==> src/rtl/terminal_counter_if.sv <==
// Control/status bundle for terminal_counter; the counter itself sits on the slave modport.
// Optional wraps signal present only with TERMINAL_COUNTER_WRAPCNT_EN defined.
interface terminal_counter_if #(
    parameter int unsigned WIDTH = 8
);
    logic             start;
    logic             en;
    logic             ack;
    logic [WIDTH-1:0] count;
    logic             busy;
    logic             done;
    logic             tc;
`ifdef TERMINAL_COUNTER_WRAPCNT_EN
    logic [15:0]      wraps;

    modport master (output start, en, ack, input count, busy, done, tc, wraps);
    modport slave  (input start, en, ack, output count, busy, done, tc, wraps);
`else
    modport master (output start, en, ack, input count, busy, done, tc);
    modport slave  (input start, en, ack, output count, busy, done, tc);
`endif
endinterface

==> src/rtl/terminal_counter.sv <==
// One-shot / auto-reload terminal counter running from START towards LIMIT.
// Define TERMINAL_COUNTER_WRAPCNT_EN to add the saturating tc-pulse counter 'wraps'.
module terminal_counter #(
    parameter int unsigned WIDTH  = 8,
    parameter int unsigned START  = 10,
    parameter int unsigned LIMIT  = 100,
    parameter bit          RELOAD = 1'b0
) (
    input logic                clk,
    input logic                rst_n,
    terminal_counter_if.slave  bus
);

    if ((longint'(START) >= (longint'(1) << WIDTH)) ||
        (longint'(LIMIT) >= (longint'(1) << WIDTH))) begin : g_range_err
        $error("terminal_counter: START or LIMIT does not fit in WIDTH bits");
    end

    localparam logic [WIDTH-1:0] StartVal = WIDTH'(START);
    localparam logic [WIDTH-1:0] LimitVal = WIDTH'(LIMIT);
    localparam bit               CountUp  = (LIMIT >= START);

    typedef enum logic [1:0] {StIdle, StRun, StDone} state_e;

    state_e           state_q;
    logic [WIDTH-1:0] count_q;
    logic             tc_q;
    logic             busy_q;
    logic             done_q;
    logic [WIDTH-1:0] count_step;

    assign count_step = CountUp ? count_q + WIDTH'(1) : count_q - WIDTH'(1);

`ifdef TERMINAL_COUNTER_WRAPCNT_EN
    logic [15:0] wraps_q;
    assign bus.wraps = wraps_q;
`endif

    always_ff @(posedge clk) begin
        if (!rst_n) begin
            state_q <= StIdle;
            count_q <= StartVal;
            tc_q    <= 1'b0;
            busy_q  <= 1'b0;
            done_q  <= 1'b0;
`ifdef TERMINAL_COUNTER_WRAPCNT_EN
            wraps_q <= 16'd0;
`endif
        end else begin
            tc_q <= 1'b0;
            unique case (state_q)
                StIdle: begin
                    if (bus.start) begin
                        state_q <= StRun;
                        count_q <= StartVal;
                        busy_q  <= 1'b1;
                        done_q  <= 1'b0;
`ifdef TERMINAL_COUNTER_WRAPCNT_EN
                        wraps_q <= 16'd0;
`endif
                    end
                end
                StRun: begin
                    // start outranks a terminal on the same edge: restart without tc
                    if (bus.start) begin
                        count_q <= StartVal;
`ifdef TERMINAL_COUNTER_WRAPCNT_EN
                        wraps_q <= 16'd0;
`endif
                    end else if (bus.en) begin
                        if (count_q == LimitVal) begin
                            tc_q <= 1'b1;
`ifdef TERMINAL_COUNTER_WRAPCNT_EN
                            if (wraps_q != 16'hFFFF) wraps_q <= wraps_q + 16'd1;
`endif
                            if (RELOAD) begin
                                count_q <= StartVal;
                            end else begin
                                state_q <= StDone;
                                busy_q  <= 1'b0;
                                done_q  <= 1'b1;
                            end
                        end else begin
                            count_q <= count_step;
                        end
                    end
                end
                StDone: begin
                    if (bus.start) begin
                        state_q <= StRun;
                        count_q <= StartVal;
                        busy_q  <= 1'b1;
                        done_q  <= 1'b0;
`ifdef TERMINAL_COUNTER_WRAPCNT_EN
                        wraps_q <= 16'd0;
`endif
                    end else if (bus.ack) begin
                        state_q <= StIdle;
                        done_q  <= 1'b0;
                    end
                end
                default: begin
                    state_q <= StIdle;
                    busy_q  <= 1'b0;
                    done_q  <= 1'b0;
                end
            endcase
        end
    end

    assign bus.count = count_q;
    assign bus.busy  = busy_q;
    assign bus.done  = done_q;
    assign bus.tc    = tc_q;

endmodule

==> src/flat_wrapper.sv <==
// flat-port wrapper written by rule: the top's interface ports become plain ports
module terminal_counter_flat 
#(
    parameter int unsigned WIDTH  = 8,
    parameter int unsigned START  = 10,
    parameter int unsigned LIMIT  = 100,
    parameter bit          RELOAD = 1'b0
)
  (clk, rst_n, bus_start, bus_en, bus_ack, bus_count, bus_busy, bus_done, bus_tc);
  terminal_counter_if #(.WIDTH(WIDTH)) bus_i ();
  input logic clk;
  input logic rst_n;
  input wire logic [$bits(bus_i.start)-1:0] bus_start;
  input wire logic [$bits(bus_i.en)-1:0] bus_en;
  input wire logic [$bits(bus_i.ack)-1:0] bus_ack;
  output wire logic [$bits(bus_i.count)-1:0] bus_count;
  output wire logic [$bits(bus_i.busy)-1:0] bus_busy;
  output wire logic [$bits(bus_i.done)-1:0] bus_done;
  output wire logic [$bits(bus_i.tc)-1:0] bus_tc;
  assign bus_i.start = bus_start;
  assign bus_i.en = bus_en;
  assign bus_i.ack = bus_ack;
  assign bus_count = bus_i.count;
  assign bus_busy = bus_i.busy;
  assign bus_done = bus_i.done;
  assign bus_tc = bus_i.tc;
  terminal_counter #(.WIDTH(WIDTH), .START(START), .LIMIT(LIMIT), .RELOAD(RELOAD)) u_core (.clk(clk), .rst_n(rst_n), .bus(bus_i));
endmodule
==> config.mk <==
export PLATFORM = sky130hd
export DESIGN_NAME = terminal_counter_flat
export DESIGN_NICKNAME = d
export VERILOG_FILES = /design/src/rtl/terminal_counter_if.sv /design/src/rtl/terminal_counter.sv /design/src/flat_wrapper.sv
export SDC_FILE = /design/constraint.sdc
export NUM_CORES = 1
export LEC_CHECK = 0
export CORE_MARGIN = 2
export CORE_UTILIZATION = 38
export CTS_CLUSTER_DIAMETER = 150
export DETAILED_ROUTE_END_ITERATION = 6
export PLACE_DENSITY = 0.66
export SYNTH_ARGS = -nofsm -noshare
export SYNTH_HDL_FRONTEND = slang
export SYNTH_SLANG_ARGS = --single-unit
==> constraint.sdc <==
create_clock -name clk -period 1.7 [get_ports clk]
set_clock_uncertainty 0.15 [all_clocks]
set_input_delay 0.34 -clock clk [delete_from_list [all_inputs] [get_ports clk]]
set_output_delay 0.34 -clock clk [all_outputs]
set_load 0.05 [all_outputs]
; ---- Yosys cells after proc, flatten, opt, wreduce, memory -nomap -nowiden
; Index checks and enable logic that the tools add are counted.
[totals]
register_bits = 13
elab_cells = 52
[op_classes]
n_addsub = 1
eq_ne = 11
muxes = 25
bitwise_logic = 3
n_reduce_logical = 7
[op_table]
columns = op, count
row1 = $mux W8, 4
row2 = $pmux W8 S2, 1
row3 = $mux W2, 6
row4 = $mux W1, 11
row5 = $ne A3 B3 Y1 const B, 3
row6 = $add A8 B1 Y8 const B, 1
row7 = $eq A8 B7 Y1 const B, 1
row8 = $reduce_and A4 Y1, 2
row9 = $ne A2 B2 Y1 const B, 3
row10 = $pmux W2 S3, 1
row11 = $reduce_and A5 Y1, 1
row12 = $ne A2 B1 Y1 const B, 2
row13 = $reduce_or A4 Y1, 1
row14 = $not A1 Y1, 3
row15 = $pmux W1 S3, 1
row16 = $eq A2 B1 Y1 const B, 1
row17 = $eq A2 B2 Y1 const B, 1
row18 = $logic_not A2 Y1, 1
row19 = $pmux W1 S2, 1
row20 = $reduce_bool A2 Y1, 1
row21 = $reduce_or A2 Y1, 1

; ---- Logic depth before layout (Yosys ltp)
; Gate-level depths: netlist (run 1).
[depth]
ltp_word = 5
mapped_depth = 7
mapped_depth_nobuf = 6

; ---- Least setup slack after synthesis (run 1)
; Ideal clock, no wire load.
[synth_path]
kind = reg-to-reg
start = reg u_core.count_q[0] (netlist: u_core.bus.count[0])
end = reg u_core.state_q[0]
setup_time_ps = 116
t_arrival_ps = 1761
slack_ps = -327
path_stages_with_launch = 8
path_buffers = 1
path_cell_list = dfxtp_1 > inv_1 > ha_1 > nand4b_4 > nor4b_4 > buf_6 > a21boi_2 > o211a_1
[synth_between]
elab_chain_len = 3
[synth_lines]
columns = element, line_no
row1 = start: declaration, terminal_counter.sv:26  ; logic [WIDTH-1:0] count_q;
row2 = start signal: assignment, terminal_counter.sv:42  ; count_q <= StartVal;
row3 = start signal: assignment, terminal_counter.sv:55  ; count_q <= StartVal;
row4 = start signal: assignment, terminal_counter.sv:66  ; count_q <= StartVal;
row5 = $eq A8 B7 Y1, terminal_counter.sv:71  ; if (count_q == LimitVal) begin
row6 = $ne A2 B1 Y1 (no source line), --
row7 = $reduce_and A5 Y1 (no source line), --
row8 = end signal: assignment, terminal_counter.sv:79  ; state_q <= StDone;
row9 = end signal: assignment, terminal_counter.sv:90  ; state_q <= StRun;
row10 = end signal: assignment, terminal_counter.sv:98  ; state_q <= StIdle;
row11 = end: declaration, terminal_counter.sv:25  ; state_e state_q;
; Every way passes these cells.
; A chain may end at the register's enable or synchronous reset.

; ---- Final worst setup path (run 1)
[layout_path]
start = reg u_core.count_q[1] (netlist: u_core.bus.count[1])
end = reg u_core.count_q[3] (netlist: u_core.bus.count[3])
[layout_between]
elab_chain_len = 5
elab_cells_between_ends = 8
cone_classes = 1 x add/sub / 2 x eq/ne / 4 x mux / 1 x reduce/logical
[layout_lines]
columns = element, line_no
row1 = $add A8 B1 Y8, terminal_counter.sv:32  ; assign count_step = CountUp ? count_q + WIDTH'(1) : count_q - WIDTH'(1);
row2 = $mux W8, terminal_counter.sv:71
row3 = $mux W8, terminal_counter.sv:70  ; end else if (bus.en) begin
row4 = $mux W8, terminal_counter.sv:65  ; if (bus.start) begin
row5 = $pmux W8 S2, terminal_counter.sv:51  ; unique case (state_q)
; Parallel ways exist; a longest one is shown, timed or not. The select of a mux whose other input is x is not followed.

==> results of run 1 <==
-- synth_stat cells --
library cell  count  area (um2)
o21a_1            1        7.51
o21ai_0           7        35.0
a21oi_1           4        20.0
nor4_1            2        12.5
nor4b_1           1        8.76
nand3_1           1        5.00
nand3b_1          1        7.51
a21boi_2          1        11.3
buf_2             1        5.00
and4bb_2          1        12.5
buf_6             1        11.3
or2_2             1        6.26
and3_1            1        6.26
a2111oi_0         1        8.76
o211a_1           2        20.0
o32a_1            1        10.0
ha_1              2        25.0
nor2b_1           1        6.26
inv_1             3        11.3
o22a_1            6        52.6
nor3_1            2        10.0
nand4b_4          1        23.8
nand2b_1          1        6.26
nor3b_1           3        22.5
nor2_1            7        26.3
and3_2            2        15.0
o211ai_1          1        7.51
nand4_1           1        6.26
nand2_1           6        22.5
dfxtp_1          12         240
nor4b_4           1        23.8
-- final timing paths --
path,endpoint,cells past startpoint,from,slack (ns)
setup / recovery,u_core.bus.count[3],7,u_core.bus.count[1],0.02
setup reg to reg,u_core.bus.count[3],7,u_core.bus.count[1],0.02
hold reg to reg,u_core.bus.busy,2,u_core.bus.busy,0.48
hold / removal,u_core.bus.busy,2,u_core.bus.busy,0.48
-- final cells by class --
type                            count  area, um2  share of cell area, %
Clock buffer                        4       26.3                   2.28
Multi-Input combinational cell     59        447                   38.7
Timing Repair Buffer               33        383                   33.2
Sequential cell                    12        251                   21.8
Tap cell                           25       31.3                   2.71
Inverter                            3       16.3                   1.41
-- flip-flops by register name, indices dropped and copies added, names as in the netlist --
register / flops
u_core.bus.count: 8
u_core.bus.tc: 1
u_core.bus.busy: 1
u_core.state_q: 2
-- repair_timing --
action	CTS	global route
pin swaps	1	0
setup buffers	0	1
resized for setup	1	4
endpoints found under the setup margin	6	7
cloned	0	0
-- power by group through the flow --
stage / logic [uW] / clock network [uW] / registers (uW)
2_1_floorplan: 30.9 / 0 / 319
3_5_place_dp: 102 / 0 / 303
4_1_cts: 103 / 202 / 297
5_1_grt: 110 / 206 / 298
3_3_place_gp: 101 / 0 / 302
6_report: 103 / 194 / 296
-- cells by family after synthesis --
kind of cell    after synthesis  synth area share, %
simple gates                 33                 32.2
fa+ha+maj                     2                 3.64
buf+inv                       5                 4.01
flops                        12                 35.0
compound gates               24                 25.1
-- placed cells by master, fill, tap and decap left out, types with 3 or more instances in the layout --
cell	Yosys	routed
buf_12	0	10
o22a_1	6	6
dfxtp_2	0	3
nor2_1	7	7
clkbuf_4	0	3
clkdlybuf4s50_1	0	4
buf_4	0	19
nand2_1	6	6
a21oi_1	4	4
dfxtp_1	12	7
nor3b_1	3	3
o21ai_0	7	7
-- worst max-delay path: stages, from the launching register on --
cell and delay [ns]:
dfxtp_4 0.36, inv_4 0.06, ha_4 0.13, nand4b_4 0.11, nor4b_4 0.24, buf_4 0.19, nor3_2 0.05, o32a_1 0.28
-- stage by stage --
stage / setup WS [ns] / utilization, %
2_1_floorplan: -0.0909 / -
3_3_place_gp: -0.186 / 64.8
3_5_place_dp: -0.213 / 64.8
4_1_cts: 0.00372 / 66.6
5_1_grt: -0.0537 / 67.6
6_report: 0.0236 / 67.6
-- metal layers --
layer	vias to the layer above	track usage [%]	wire [um]
li1	361	-	-
met1	321	27.3	815
met2	21	24.4	688
met3	4	2.35	81
met4	0	10.3	31
met5	-	0	0
==> results.cfg, run 1 <==
[place]
dp_cells = 131
dp_hpwl_um = 1280
dpl_cell_area_um2 = 1110
port-buffer-count = 15
place_congestion = 0.822

[global_routing]
grt.overflow.total = 0
antenna_found_initial = 0
grt_pass1_vias = 609
grt_max_degree = 10
grt_util_all_layers_pct = 18.2
grt_pass1_wl_um = 2730

[cells_and_area]
diodes = 0
final_nets = 119
final_cells = 136
nFillCells = 139
area_growth_pct = 68.1
design_area_um2 = 1150
drive_gt1_share_pct = 45.9

[yosys]
synth_cell_types = 31
yosys_warnings = 0
syn-cell-area_um2 = 687
ys_ff_latch = 12
syn_inst = 76
syn-num-nets = 83
avgSynthCellArea_um2 = 9.04
synth_seq_area_share_pct = 35.0

[drt]
wl_um = 1620
vias = 707
routedWlPerCell_um = 11.9
drtPass1Iterations = 4
via_per_inst = 5.20
drt_iter0_markers = 28
ant_nets = 0
drc = 0

[status]
status = finished clean

[critical_path]
endpoint_kind = flop
crit_arrival_ns = 1.69
path_max_fanout = 7
critical_path_class = flop to flop
worstSetupStartpointType = flop
required_ns = 1.72

[timing]
setup_viol = 0
timing.final.hold_violations = 0
worst_pin_slew_ns = 0.325
whs_ns = 0.477
finalMaxSlewViolations = 0
rsz0062_at_grt = true
fin_tns_setup_ns = 0
slew_headroom_pct = 78.0
period_needed_ns = 1.68
fin_crit_sh_pct = 98.6
max_freq_ghz = 0.597

[floorplan]
die_x_um = 46.5
start_util_pct = 40.2
core_um2 = 1710
die_y_um = 46.5
dieArea_um2 = 2160
rows = 15
ios = 16

[clocking]
cts_inserted_buffers = 3
clk_pin_slew_worst_paths_ns = 0.08
cts_max_level = 1
ctsHoldBuffers = 0
cts_root_buffer = clkbuf_4
clock_latency_ns = 0.28
cts_buffer_depth = 2
clock_sinks = 12
cts_tree = built

[power]
swShare_pct = 27.1
power_density_nw_per_um2 = 514
vdd_drop_max_mv = 0.544
p_seq_share_pct = 49.9
switchingPower_uw = 161
power.leakage_uw = 0.000483
intPower_uw = 433
clkPwrFrac_pct = 32.7
p_comb_share_pct = 17.4
power_uw = 594

[hold_path]
hold_path.class = flop to flop

[job]
cap_violations = 0
Note: power is estimated with default switching activity, not from simulation.
==> run 2, diff against run 1 <==
--- a/config.mk
+++ b/config.mk
@@ -5,10 +5,11 @@
 export SDC_FILE = /design/constraint.sdc
 export NUM_CORES = 1
 export LEC_CHECK = 0
-export CORE_MARGIN = 2
+export CORE_MARGIN = 5
 export CORE_UTILIZATION = 38
 export CTS_CLUSTER_DIAMETER = 150
 export DETAILED_ROUTE_END_ITERATION = 6
+export GPL_ROUTABILITY_DRIVEN = 0
 export PLACE_DENSITY = 0.66
 export SYNTH_ARGS = -nofsm -noshare
 export SYNTH_HDL_FRONTEND = slang
==> run 2 against run 1 <==
Effect of this change:
- the run now ends with setup timing left
- first-iteration DRC count fell by 14%
- register-to-register slack worse by 0.06 ns
- sequential share of layout area shrank 0.62 points
- final cell count up 0.74%
==> results.cfg, run 2 (same netlist as run 1, synthesis figures left out) <==
[drt]
drt_iter0_markers = 24
vias = 725
wl_um = 1860
drc = 0
routedWlPerCell_um = 13.6
ant_nets = 0
drtPass1Iterations = 4
via_per_inst = 5.29

[power]
switchingPower_uw = 170
power_uw = 604
p_comb_share_pct = 17.6
p_seq_share_pct = 49.1
intPower_uw = 434
power.leakage_uw = 0.000496
power_density_nw_per_um2 = 508
swShare_pct = 28.2
clkPwrFrac_pct = 33.3
vdd_drop_max_mv = 0.500

[global_routing]
grt_util_all_layers_pct = 16.2
grt_pass1_wl_um = 3170
grt.overflow.total = 0
grt_pass1_vias = 700
antenna_found_initial = 0
grt_max_degree = 10

[cells_and_area]
area_growth_pct = 73.0
diodes = 0
final_cells = 137
drive_gt1_share_pct = 47.3
final_common_cell = buf_4
largest_reg_flops = 8
mostFrequentLayoutCells = 18 x buf_4, 11 x buf_12, 7 x nor2_1, 7 x dfxtp_1
final_nets = 120

[critical_path]
cp_slowest_cell = dfxtp_4
endpoint_kind = flop
critical_path_class = flop to flop
worstSetupStartpointType = flop
required_ns = 1.72
path_max_fanout = 8
cpLargestDelayFamily = simple AND/OR/NAND/NOR gates
max_stage_delay_ns = 0.36
path_cells = inv_4, ha_4, nand4b_4, nor4b_4, buf_6, nor3_2, o32a_1
crit_arrival_ns = 1.76
cp.buffers_inverters = 2

[timing]
fin_crit_sh_pct = 102
max_freq_ghz = 0.576
whs_ns = 0.454
slew_headroom_pct = 80.2
rsz0062_at_grt = true
finalMaxSlewViolations = 0
worst_pin_slew_ns = 0.296
period_needed_ns = 1.74
fin_ws_ns = -0.0374
setup_viol = 1
timing.final.hold_violations = 0
fin_tns_setup_ns = -0.0374

[floorplan]
core_um2 = 1730
rows = 15
die_x_um = 52.5
dieArea_um2 = 2760
die_y_um = 52.5
ios = 16
start_util_pct = 39.8

[place]
dp_hpwl_um = 1370
dp_cells = 133
port-buffer-count = 15

[clocking]
cts_max_level = 1
clk_pin_slew_worst_paths_ns = 0.09
clock_sinks = 12
cts_tree = built
clock_latency_ns = 0.29
cts_buffer_depth = 2
ctsHoldBuffers = 0
post_cts_buffers = 0
cts_root_buffer = clkbuf_4
cts_inserted_buffers = 3

[status]
status = complete, but fails checks
violations = setup timing

[hold_path]
hold_path.class = flop to flop

[job]
cap_violations = 0
-- run 2: timing repair --
| item | 4_1_cts | 5_1_grt |
|---|---|---|
| pin swaps | 0 | 3 |
| gates resized for setup | 0 | 10 |
| endpoints found under the setup margin | 6 | 10 |
-- run 2: path summary, 6_finish.rpt --
check                      start             endpoint  slack [ns]  depth (start not counted)
max reg2reg  u_core.bus.count[1]  u_core.bus.count[3]       -0.04                          7
max          u_core.bus.count[1]  u_core.bus.count[3]       -0.04                          7
min reg2reg      u_core.bus.busy      u_core.bus.busy        0.45                          2
min              u_core.bus.busy      u_core.bus.busy        0.45                          2
-- run 2: power by group through the flow --
| stage | sequential, uW | combinational [uW] | clock [uW] |
|---|---|---|---|
| 2_1_floorplan | 319 | 30.9 | 0 |
| 3_5_place_dp | 303 | 102 | 0 |
| 4_1_cts | 296 | 103 | 210 |
| 5_1_grt | 298 | 114 | 227 |
| 6_report | 296 | 106 | 201 |
| 3_3_place_gp | 302 | 101 | 0 |
-- run 2: metrics by stage --
step	util, %	cell area (um2)	setup WS, ns
3_3_place_gp	65.7	1130	-0.224
4_1_cts	67.2	1160	-0.0658
3_5_place_dp	65.7	1130	-0.231
6_report	68.8	1190	-0.0374
2_1_floorplan	-	716	-0.0909
5_1_grt	68.8	1190	-0.110
-- run 2: per-layer routing --
metal | wire (um) | track usage, % | vias to the layer above | share of wire [%]
met2 | 851 | 23.6 | 16 | 46
li1 | - | - | 364 | -
met3 | 57 | 2.56 | 5 | 3.1
met4 | 55 | 12.8 | 0 | 3.0
met1 | 897 | 20.9 | 340 | 48
met5 | 0 | 0 | - | 0
-- run 2: cell type report --
cell class,count,area [um2]
Inverter,3,16.3
Clock buffer,4,26.3
Tap cell,25,31.3
Timing Repair Buffer,34,407
Multi-Input combinational cell,59,457
Sequential cell,12,251
Fill cell,140,538
-- run 2: worst min-delay path: stages (launching register included) --
cell and delay [ns]:
dfxtp_1 0.34, o211ai_1 0.18, a21oi_1 0.05
